<file path="src/rtl/ftdi_fifo_async245.sv">
// FT232H async-245 FIFO controller: host bytes (RXF#/RD#) become an rx stream,
// and a buffered tx stream drives WR#/TXE# writes, with SIWU# flush after drain.
module ftdi_fifo_async245 #(
  parameter int RD_PULSE = 2,
  parameter int WR_PULSE = 2,
  parameter int RECOVERY = 3,
  parameter int TX_DEPTH = 16
) (
  input  logic                        clk_12mhz,
  input  logic                        reset_n,
  input  logic [7:0]                  d_in,
  output logic [7:0]                  d_out,
  output logic                        d_dir,
  input  logic                        rxf_n,
  input  logic                        txe_n,
  output logic                        rd_n,
  output logic                        wr_n,
  output logic                        siwu,
  output logic                        oe_n,
  output logic [7:0]                  rx_data,
  output logic                        rx_valid,
  input  logic                        rx_ready,
  input  logic [7:0]                  tx_data,
  input  logic                        tx_valid,
  output logic                        tx_ready,
  input  logic                        tx_flush,
  output logic [$clog2(TX_DEPTH):0]   tx_level
);

  localparam int AW = $clog2(TX_DEPTH);
  localparam int LW = AW + 1;
  localparam int CW = 8;

  typedef enum logic [2:0] {
    S_IDLE,
    S_RD,
    S_WR_SETUP,
    S_WR,
    S_WR_HOLD,
    S_RECOVER,
    S_FLUSH
  } state_e;

  // Synchronizers for the asynchronous FTDI status lines
  logic rxf_meta_q, rxf_s_q, txe_meta_q, txe_s_q;

  // NOTE: sequential state is always assigned with <= so every flop samples pre-edge values.
  always_ff @(posedge clk_12mhz or negedge reset_n) begin
    if (!reset_n) begin
      rxf_meta_q <= 1'b1;
      rxf_s_q    <= 1'b1;
      txe_meta_q <= 1'b1;
      txe_s_q    <= 1'b1;
    end else begin
      rxf_meta_q <= rxf_n;
      rxf_s_q    <= rxf_meta_q;
      txe_meta_q <= txe_n;
      txe_s_q    <= txe_meta_q;
    end
  end

  // tx FIFO
  logic [7:0]    mem_q [TX_DEPTH];
  logic [AW-1:0] wr_ptr_q, rd_ptr_q;
  logic [LW-1:0] level_q, level_d;
  logic          push, pop;

  state_e        state_q;
  logic [CW-1:0] cnt_q;

  assign tx_ready = (level_q != LW'(TX_DEPTH));
  assign push     = tx_valid && tx_ready;
  assign pop      = (state_q == S_WR) && (cnt_q == '0);
  assign tx_level = level_q;

  // NOTE: every always_comb output gets a default first so no latch is inferred.
  always_comb begin
    level_d = level_q;
    if (push && !pop)      level_d = level_q + LW'(1);
    else if (!push && pop) level_d = level_q - LW'(1);
  end

  // NOTE: storage array has no reset; only the pointers and level define its contents.
  always_ff @(posedge clk_12mhz) begin
    if (push) mem_q[wr_ptr_q] <= tx_data;
  end

  always_ff @(posedge clk_12mhz or negedge reset_n) begin
    if (!reset_n) begin
      wr_ptr_q <= '0;
      rd_ptr_q <= '0;
      level_q  <= '0;
    end else begin
      if (push) wr_ptr_q <= wr_ptr_q + AW'(1);
      if (pop)  rd_ptr_q <= rd_ptr_q + AW'(1);
      level_q <= level_d;
    end
  end

  // Bus sequencer with registered pin outputs
  logic       last_rd_q, flush_pend_q;
  logic       rd_n_q, wr_n_q, siwu_q, d_dir_q, rx_valid_q;
  logic [7:0] d_out_q, rx_data_q;
  logic       rd_ok, wr_ok;

  assign rd_ok = !rxf_s_q && !rx_valid_q;
  assign wr_ok = !txe_s_q && (level_q != '0);

  always_ff @(posedge clk_12mhz or negedge reset_n) begin
    if (!reset_n) begin
      state_q      <= S_IDLE;
      cnt_q        <= '0;
      last_rd_q    <= 1'b0;
      flush_pend_q <= 1'b0;
      rd_n_q       <= 1'b1;
      wr_n_q       <= 1'b1;
      siwu_q       <= 1'b1;
      d_dir_q      <= 1'b0;
      d_out_q      <= '0;
      rx_data_q    <= '0;
      rx_valid_q   <= 1'b0;
    end else begin
      if (tx_flush)                 flush_pend_q <= 1'b1;
      if (rx_valid_q && rx_ready)   rx_valid_q   <= 1'b0;

      case (state_q)
        S_IDLE: begin
          // On contention, serve the direction not served last time
          if (rd_ok && (!wr_ok || !last_rd_q)) begin
            state_q   <= S_RD;
            rd_n_q    <= 1'b0;
            cnt_q     <= CW'(RD_PULSE - 1);
            last_rd_q <= 1'b1;
          end else if (wr_ok) begin
            state_q   <= S_WR_SETUP;
            d_dir_q   <= 1'b1;
            d_out_q   <= mem_q[rd_ptr_q];
            last_rd_q <= 1'b0;
          end else if (flush_pend_q && (level_q == '0)) begin
            state_q <= S_FLUSH;
            siwu_q  <= 1'b0;
            cnt_q   <= CW'(1);
          end
        end
        S_RD: begin
          if (cnt_q == '0) begin
            rx_data_q  <= d_in;
            rx_valid_q <= 1'b1;
            rd_n_q     <= 1'b1;
            state_q    <= S_RECOVER;
            cnt_q      <= CW'(RECOVERY - 1);
          end else begin
            cnt_q <= cnt_q - CW'(1);
          end
        end
        S_WR_SETUP: begin
          state_q <= S_WR;
          wr_n_q  <= 1'b0;
          cnt_q   <= CW'(WR_PULSE - 1);
        end
        S_WR: begin
          if (cnt_q == '0) begin
            wr_n_q  <= 1'b1;
            state_q <= S_WR_HOLD;
          end else begin
            cnt_q <= cnt_q - CW'(1);
          end
        end
        S_WR_HOLD: begin
          d_dir_q <= 1'b0;
          state_q <= S_RECOVER;
          cnt_q   <= CW'(RECOVERY - 1);
        end
        S_RECOVER: begin
          if (cnt_q == '0) state_q <= S_IDLE;
          else             cnt_q   <= cnt_q - CW'(1);
        end
        S_FLUSH: begin
          if (cnt_q == '0) begin
            siwu_q       <= 1'b1;
            flush_pend_q <= 1'b0;
            state_q      <= S_RECOVER;
            cnt_q        <= CW'(RECOVERY - 1);
          end else begin
            cnt_q <= cnt_q - CW'(1);
          end
        end
        default: state_q <= S_IDLE;
      endcase
    end
  end

  assign rd_n     = rd_n_q;
  assign wr_n     = wr_n_q;
  assign siwu     = siwu_q;
  assign oe_n     = 1'b1;
  assign d_dir    = d_dir_q;
  assign d_out    = d_out_q;
  assign rx_data  = rx_data_q;
  assign rx_valid = rx_valid_q;

endmodule

</file>
<file path="config.mk">
export PLATFORM = sky130hd
export DESIGN_NAME = ftdi_fifo_async245
export DESIGN_NICKNAME = d
export VERILOG_FILES = /design/src/rtl/ftdi_fifo_async245.sv
export SDC_FILE = /design/constraint.sdc
export NUM_CORES = 1
export LEC_CHECK = 0
export CAP_MARGIN = 20
export CORE_MARGIN = 1
export CORE_UTILIZATION = 58
export DETAILED_ROUTE_END_ITERATION = 6
export PLACE_DENSITY = 0.79
export SLEW_MARGIN = 20
export SYNTH_ARGS = -nofsm -noshare
export SYNTH_HDL_FRONTEND = slang
export SYNTH_SLANG_ARGS = --single-unit
</file>
<file path="constraint.sdc">
create_clock -name clk_12mhz -period 4 [get_ports clk_12mhz]
set_clock_uncertainty 0.05 [all_clocks]
set_input_delay 0.8 -clock clk_12mhz [delete_from_list [all_inputs] [get_ports clk_12mhz]]
set_output_delay 0.8 -clock clk_12mhz [all_outputs]
set_load 0.01 [all_outputs]
</file>
==> summary.txt, run 1 <==
Worst setup path
  • Cells traversed along the worst timing path: inv_1 > ha_1 > nor3b_1 > and2_1 > buf_4 > nand3_1 > ha_1 > inv_1 > ha_1 > a21o_1 > a21oi_1 > xnor2_1 > nor2_1 > xnor2_1
  • WP buf/inv: 3
  • Startpoint of the worst register-to-register path: cnt_q[0]$_DFFE_PN0P_
  • Biggest cell delay along the critical path: 0.46 ns
  • Cell mode on critical path: ha_1
  • Critical Path End: tx_level[4]$_DFFE_PN0P_
  • Worst endpoint required time: 4.28 ns
  • Biggest fanout along the worst timing path: 14
  • Critical path launch point: cnt_q[0]$_DFFE_PN0P_
  • Number of cell instances on the worst register-to-register path: 14
  • Reg2Reg Capture Point: tx_level[4]$_DFFE_PN0P_
  • Setup slack, reg-to-reg: 0.72 ns
  • Library cell contributing the largest single delay on the critical path: nor3b_1
  • Arrival time at the worst endpoint: 3.55 ns
  • Kind of start point of the critical path: register
  • Critical Setup Path Class: register to register
  • Cell depth of the worst setup path: 14
  • Critical path's top delay family: simple AND/OR/NAND/NOR gates
  • Kind of end point of the critical path: register

GRT
  • First-pass GRT wire length: 22.3 mm
  • Vias in the first global route: 4142
  • Maximum number of pins on one net before global-route repair: 36
  • Initial antenna violation count: 0
  • All-layer global routing usage: 0.239
  • Total congestion overflow: 0

Synthesis
  • Share of synthesized area occupied by flip-flops and latches: 0.690
  • Area of the mapped netlist: 7430 um2
  • Post-synthesis net count: 482
  • Instance count of the mapped netlist: 447
  • Synth warn: 0
  • Flip-flop and latch count after synthesis: 179
  • Simple-gate share of the synthesized area: 0.0662
  • Proportion of synthesized area in mux cells: 0.136
  • Mean instance size in the synthesized netlist: 16.6 um2
  • Count of flip-flops with a built-in enable after synthesis: 128
  • Synthesized-area fraction occupied by ao, oa, aoi and oai cells: 0.0500
  • Ys async rst share: 0.285
  • Arithmetic-cell share of the synthesized area counting full adders, half adders and majority gates: 0.0231
  • Post-Synth XOR/XNOR Area: 0.0152
  • Library cells used by synthesis: 62
  • Combinational family with the most area after synthesis: multiplexers
  • Synth Flop Type: edfxtp_1

CTS
  • CTS Hold Buffers Added: 0
  • Clk Latency, worst-skew pair: ~0.44 ns
  • Setup Buffers After CTS: 0
  • Total number of clock tree sinks: 179
  • Maximum buffer depth of the clock tree: 2
  • Number of buffers added by the clock tree synthesis step: 17
  • Clock tree from TritonCTS: built
  • Post-CTS clock slew at the launch and capture registers of the worst setup and hold paths: 0.07 ns
  • Cell chosen for the clock root: clkbuf_16
  • Number of H-tree branching levels: 4
  • Post-cts resize count: 0

STA
  • Final max-slew violation count: 0
  • Clock period minus worst slack: 3.28 ns
  • Final cycle utilization of the critical path: 0.820
  • RSZ-0062 raised after global routing: no
  • Slew of the pin with the lowest slew margin: 1.09 ns
  • Final Hold Vio Count: 0
  • Max transition margin: 0.277
  • Setup TNS after final layout: 0 ns
  • Number of endpoints failing setup at the final stage: 0
  • F_max: 305 MHz

Cells and area
  • Leading cell type in the layout, fill and taps excluded: edfxtp_1
  • Diodes inserted: 0
  • Core occupancy in the finished layout: 0.708
  • Top library cells by usage in the layout, fill and taps aside: edfxtp_1 (128), clkdlybuf4s50_1 (48), dfrtp_1 (42), mux4_2 (32), nor2_1 (27)
  • Non-filler instance count after layout: approximately 680
  • Layout cells sized above 1: 0.202
  • Area growth from synthesis to final layout: 16.8%
  • Number of nets in the layout: 537

Detailed routing
  • Post-detailed-route count of antenna-violating nets: 0
  • # DRC: 0
  • Number of iterations in the first detailed-routing pass: 5
  • Vias: 4102
  • Post-detailed-routing wire length: 14.4 mm
  • First-iteration detailed-routing DRC count: 343
  • Average detailed-routed wire length per instance: 21.1 um
  • Via-per-instance ratio: 6.01

Power and ir drop
  • Leak Pwr: roughly 3.0 nW
  • Areal power density over the cells: 721 nW/um2
  • Worst vdd rail ir drop: 429 uV

Floorplanning
  • Count of pins on the block boundary: 51
  • Die Area: 13300 um2
  • Vertical die dimension: 115 um
  • Initial Utilization: 0.606
  • Die boundary width: ~120 um
  • Row count: 40
  • Area of the core region: roughly 12000 um2

Run
  • Number of max-capacitance violations reported: 0

Place
  • Cell Count Post-Placement: 651
  • HPWL Detailed: 9.27 mm
  • Final Wtd Congestion: 0.833
  • # port buffers: 49

Run status
  • Run status: complete, no violations

Worst hold path
  • Worst hold-check path type: register to register
metrics by stage:
stage	power, mW	cell area [um2]	setup WS, ns	hold slack (ns)
floorplan	3.93	7430	1.08	0.295
global placement	4.52	8090	0.878	0.297
detailed placement	4.60	8090	0.767	0.298
CTS	6.28	8680	0.759	0.313
global route	6.55	8680	0.480	0.318
finish	6.26	8680	0.722	0.313
layout make-up:
| cell class | count | area (um2) |
|---|---|---|
| Clock inverter | 14 | 168 |
| Inverter | 11 | 41.3 |
| Fill cell | 765 | 3580 |
| Tap cell | 168 | 210 |
| Sequential cell | 179 | 5130 |
| Multi-Input combinational cell | 236 | 2160 |
| Clock buffer | 17 | 425 |
| Timing Repair Buffer | 57 | 546 |
synthesized netlist by cell type, types with 9 or more instances:
cell type / instances / share of area
a21oi_1: 13 / 0.0088
clkbuf_1: 10 / 0.0051
dfrtp_1: 44 / 0.15
edfxtp_1: 128 / 0.52
ha_1: 11 / 0.019
inv_1: 10 / 0.0051
mux2_2: 10 / 0.015
mux2i_1: 16 / 0.022
mux4_2: 32 / 0.097
nand2_1: 24 / 0.012
nor2_1: 27 / 0.014
nor3_1: 11 / 0.0074
o221ai_1: 9 / 0.011
xnor2_1: 9 / 0.011
metal layers:
metal / GRT usage / part of all wire / vias to the layer above
li1: - / - / 1846
met1: 0.314 / 0.43 / 2068
met2: 0.384 / 0.50 / 168
met3: 0.0585 / 0.058 / 20
met4: 0.105 / 0.016 / 0
met5: 0 / 0 / -
how the worst min path moves through the flow:
stage                          from                 to  slack (ns)  cells after the start
2_1_floorplan  rxf_meta_q$_DFF_PN1_  rxf_s_q$_DFF_PN1_        0.30                      0
3_3_place_gp   rxf_meta_q$_DFF_PN1_  rxf_s_q$_DFF_PN1_        0.30                      0
3_5_place_dp   rxf_meta_q$_DFF_PN1_  rxf_s_q$_DFF_PN1_        0.30                      0
4_1_cts        rxf_meta_q$_DFF_PN1_  rxf_s_q$_DFF_PN1_        0.31                      0
5_1_grt        txe_meta_q$_DFF_PN1_  txe_s_q$_DFF_PN1_        0.32                      0
6_report       rxf_meta_q$_DFF_PN1_  rxf_s_q$_DFF_PN1_        0.31                      0
registers in the layout, summed over array words and instances, names as in the netlist, 3 cells and up:
signal,flops
tx_level,5
state_q,3
rd_ptr_q,4
wr_ptr_q,4
mem_q,128
cnt_q,8
d_out,8
rx_data,8
where the power goes:
part / switching (mW) / internal, mW / total [mW]
combinational: 0.957 / 0.959 / 1.92
clock: 0.730 / 0.937 / 1.67
sequential: 0.322 / 2.35 / 2.68
total: 2.01 / 4.25 / 6.26
worst register-to-register path: stages, from the launching register on:
cell and delay (ns):
dfrtp_1 0.39, inv_1 0.14, ha_1 0.20, nor3b_1 0.46
and2_1 0.20, buf_4 0.19, nand3_1 0.15, ha_1 0.27
inv_1 0.14, ha_1 0.29, a21o_1 0.19, a21oi_1 0.17
xnor2_1 0.13, nor2_1 0.07, xnor2_1 0.12
logic make-up (layout without fill, tap and decap cells):
family / after synthesis / after routing
xor gates and xnor gates: 12 / 12
other: 1 / 1
AOI/OAI and AO/OA: 54 / 54
DFF: 179 / 179
adders and majority gates: 13 / 13
muxes: 59 / 59
buffers and inverters: 32 / 99
and+or+nand+nor: 97 / 97
Power figures use the tool's default switching activity.
==> inputs of run 2 (changes only) <==
Clock period 4 ns to 3.2 ns, I/O delays scaled along.
==> run 2 against run 1 <==
Sequential share of layout area shrank 0.99 points. Count of clock-buffer cells in the layout is the same. First-iteration DRC count grew 1.2%. Core utilization grew 1.2 points. Die area is the same. Cell count grew 3.2%. Hold slack lost 0.061 ns. Clock power grew 18%. Flip-flop and latch count is the same. Sequential power grew 25%. Via count grew 3.9%. Critical path type unchanged. Critical endpoint unchanged. Largest power group unchanged.
==> summary.txt, run 2 (same netlist as run 1, synthesis figures left out) <==
Place
  • Final Wtd Congestion: 0.869 (+4.4%)
  • # port buffers: 49 (unchanged)
  • HPWL Detailed: 9.61 mm (+3.8%)

Worst setup path
  • Worst endpoint required time: 3.47 ns (-0.81 ns)
  • Arrival time at the worst endpoint: 3.14 ns (-0.41 ns)
  • Number of cell instances on the worst register-to-register path: 13 (-1)
  • Kind of end point of the critical path: register
  • Reg2Reg Capture Point: tx_level[4]$_DFFE_PN0P_
  • Critical Setup Path Class: register to register
  • Kind of start point of the critical path: register
  • Biggest fanout along the worst timing path: 5 (-9)
  • Startpoint of the worst register-to-register path: cnt_q[0]$_DFFE_PN0P_
  • Setup slack, reg-to-reg: 0.33 ns (-0.39 ns)

GRT
  • Initial antenna violation count: 0 (unchanged)
  • Vias in the first global route: 4257 (+2.8%)
  • All-layer global routing usage: 0.243 (+0.00415)
  • Total congestion overflow: 0 (unchanged)
  • First-pass GRT wire length: 22.9 mm (+2.7%)
  • Maximum number of pins on one net before global-route repair: 52 (+44%)

Floorplanning
  • Vertical die dimension: 115 um (unchanged)
  • Area of the core region: 12300 um2 (unchanged)
  • Initial Utilization: 0.606 (unchanged)
  • Row count: 40 (unchanged)
  • Die Area: 13300 um2 (unchanged)
  • Count of pins on the block boundary: 51 (unchanged)
  • Die boundary width: 115 um (unchanged)

Detailed routing
  • Number of iterations in the first detailed-routing pass: 5 (unchanged)
  • # DRC: 0 (unchanged)
  • Vias: 4260 (+3.9%)
  • First-iteration detailed-routing DRC count: 347 (+1.2%)
  • Via-per-instance ratio: 6.05 (+0.61%)
  • Average detailed-routed wire length per instance: 20.8 um (-1.2%)
  • Post-detailed-route count of antenna-violating nets: 0 (unchanged)
  • Post-detailed-routing wire length: 14.7 mm (+2.0%)

Cells and area
  • Area of the multi-input gates: 2160 um2 (unchanged)
  • Diodes inserted: 0 (unchanged)
  • Top library cells by usage in the layout, fill and taps aside: edfxtp_1 (128), clkdlybuf4s50_1 (48), dfrtp_1 (43), mux4_2 (32), buf_4 (28)
  • Layout cells sized above 1: 0.231 (+0.0290)
  • Leading cell type in the layout, fill and taps excluded: edfxtp_1
  • Core occupancy in the finished layout: 0.720 (+0.0118)
  • Biggest register: mem_q
  • Total area of sequential cells: 5130 um2 (about the same)
  • Area growth from synthesis to final layout: 18.8%
  • Number of nets in the layout: 558 (+3.9%)
  • Largest register FFs: 128 (unchanged)
  • Fillcell total: 729 (-4.7%)

STA
  • F_max: 349 MHz (+14%)
  • Number of endpoints failing setup at the final stage: 0 (unchanged)
  • Final cycle utilization of the critical path: 0.896 (+0.0764)
  • Final Hold Vio Count: 0 (unchanged)
  • Setup TNS after final layout: 0 ns (unchanged)
  • Final max-slew violation count: 0 (unchanged)
  • Clock period minus worst slack: 2.87 ns (-0.411 ns)
  • Max transition margin: 0.484 (+0.208)
  • RSZ-0062 raised after global routing: no
  • Slew of the pin with the lowest slew margin: 0.774 ns (-0.311 ns)

CTS
  • Setup Buffers After CTS: 0 (unchanged)
  • Maximum buffer depth of the clock tree: 2 (unchanged)
  • Clock tree from TritonCTS: built
  • Cell chosen for the clock root: clkbuf_16
  • Clk Latency, worst-skew pair: 0.44 ns (about the same)
  • Number of buffers added by the clock tree synthesis step: 17 (unchanged)
  • Number of H-tree branching levels: 4 (unchanged)
  • Total number of clock tree sinks: 179 (unchanged)
  • Post-cts resize count: 0 (unchanged)
  • CTS Hold Buffers Added: 0 (unchanged)
  • Post-CTS clock slew at the launch and capture registers of the worst setup and hold paths: 0.07 ns (about the same)

Power and ir drop
  • Portion of total power attributed to sequential cells: 0.428 (about the same)
  • Pint: 5.24 mW (+23%)
  • Areal power density over the cells: 885 nW/um2 (+23%)
  • Combinational share of power: 0.320 (+0.014)
  • Net Switching: 2.57 mW (+28%)
  • Switching portion of total power: 0.329 (+0.00805)
  • Worst vdd rail ir drop: 509 uV (+19%)
  • Leak Pwr: 3.11 nW (+3.6%)
  • Clk network pwr share: 0.252 (-0.014)

Worst hold path
  • Worst hold-check path type: input port to async pin

Run status
  • Run status: complete, no violations

Run
  • Number of max-capacitance violations reported: 0 (unchanged)
[run 2: cell types whose count changed in the layout (fill, tap and decap cells not counted)]
cell / previous run / this run
clkinv_2: 0 / 1
buf_12: 0 / 1
clkinv_1: 0 / 1
buf_4: 8 / 28
clkinvlp_2: 1 / 0
bufinv_16: 2 / 0
dfrtp_1: 42 / 43
dfrtp_2: 2 / 1
clkinv_8: 0 / 2
[run 2: metal layers]
layer / track usage / routed length, um
met5: 0 / 0
met3: 0.0590 / 913
met4: 0.100 / 354
met1: 0.324 / 6090
met2: 0.389 / 7300
[run 2: worst max-delay path by stage]
stage / slack (ns) / end / start
2_1_floorplan: 0.28 / tx_level[4]$_DFFE_PN0P_ / cnt_q[0]$_DFFE_PN0P_
3_3_place_gp: 0.43 / tx_level[4]$_DFFE_PN0P_ / tx_valid
5_1_grt: 0.14 / tx_level[4]$_DFFE_PN0P_ / cnt_q[0]$_DFFE_PN0P_
6_report: 0.33 / tx_level[4]$_DFFE_PN0P_ / cnt_q[0]$_DFFE_PN0P_
3_5_place_dp: 0.38 / tx_level[4]$_DFFE_PN0P_ / tx_valid
4_1_cts: 0.36 / tx_level[4]$_DFFE_PN0P_ / cnt_q[0]$_DFFE_PN0P_
[run 2: final cells by class]
| type | count | share of cell area |
|---|---|---|
| multi-input cells | 236 | 0.245 |
| clock buffers | 17 | 0.0482 |
| inverters | 11 | 0.00468 |
| repair buffers | 78 | 0.0811 |
| clock inverters | 15 | 0.0163 |
| well taps | 168 | 0.0238 |
| flip-flops and latches | 179 | 0.581 |
[run 2: power by group through the flow]
stage	Combinational, mW	Clock (mW)	Sequential, mW
CTS	2.51	1.99	3.34
global route	2.70	2.08	3.40
finish	2.50	1.97	3.35
global placement	2.40	0	3.34
detailed placement	2.48	0	3.38
floorplan	1.66	0	3.26
[run 2: metrics by stage]
step / cells / hold WS, ns / setup WS (ns) / instance area (um2) / total power, mW
global route: 704 / 0.303 / 0.142 / 8830 / 8.18
floorplan: 447 / 0.294 / 0.283 / 7430 / 4.91
finish: 704 / 0.252 / 0.333 / 8830 / 7.81
CTS: 704 / 0.282 / 0.365 / 8830 / 7.84
global placement: 672 / 0.297 / 0.425 / 8260 / 5.74
detailed placement: 672 / 0.298 / 0.383 / 8260 / 5.86
[run 2: worst max-delay path, cell delays in order, from the launching register on]
cell,delay [ns]
dfrtp_1,0.39
inv_1,0.14
ha_1,0.18
nor3b_1,0.25
and2_1,0.21
nand3_1,0.14
ha_1,0.28
inv_1,0.14
ha_1,0.29
a21o_1,0.19
a21oi_1,0.17
xnor2_1,0.13
nor2_1,0.06
xnor2_1,0.12
==> inputs of run 3 (changes only) <==
Settings changed: CAP_MARGIN 20 to 5, SKIP_LAST_GASP from default to 1.
==> results of run 3 <==
The final DEF is identical to that of run 2; final timing and power are the same.
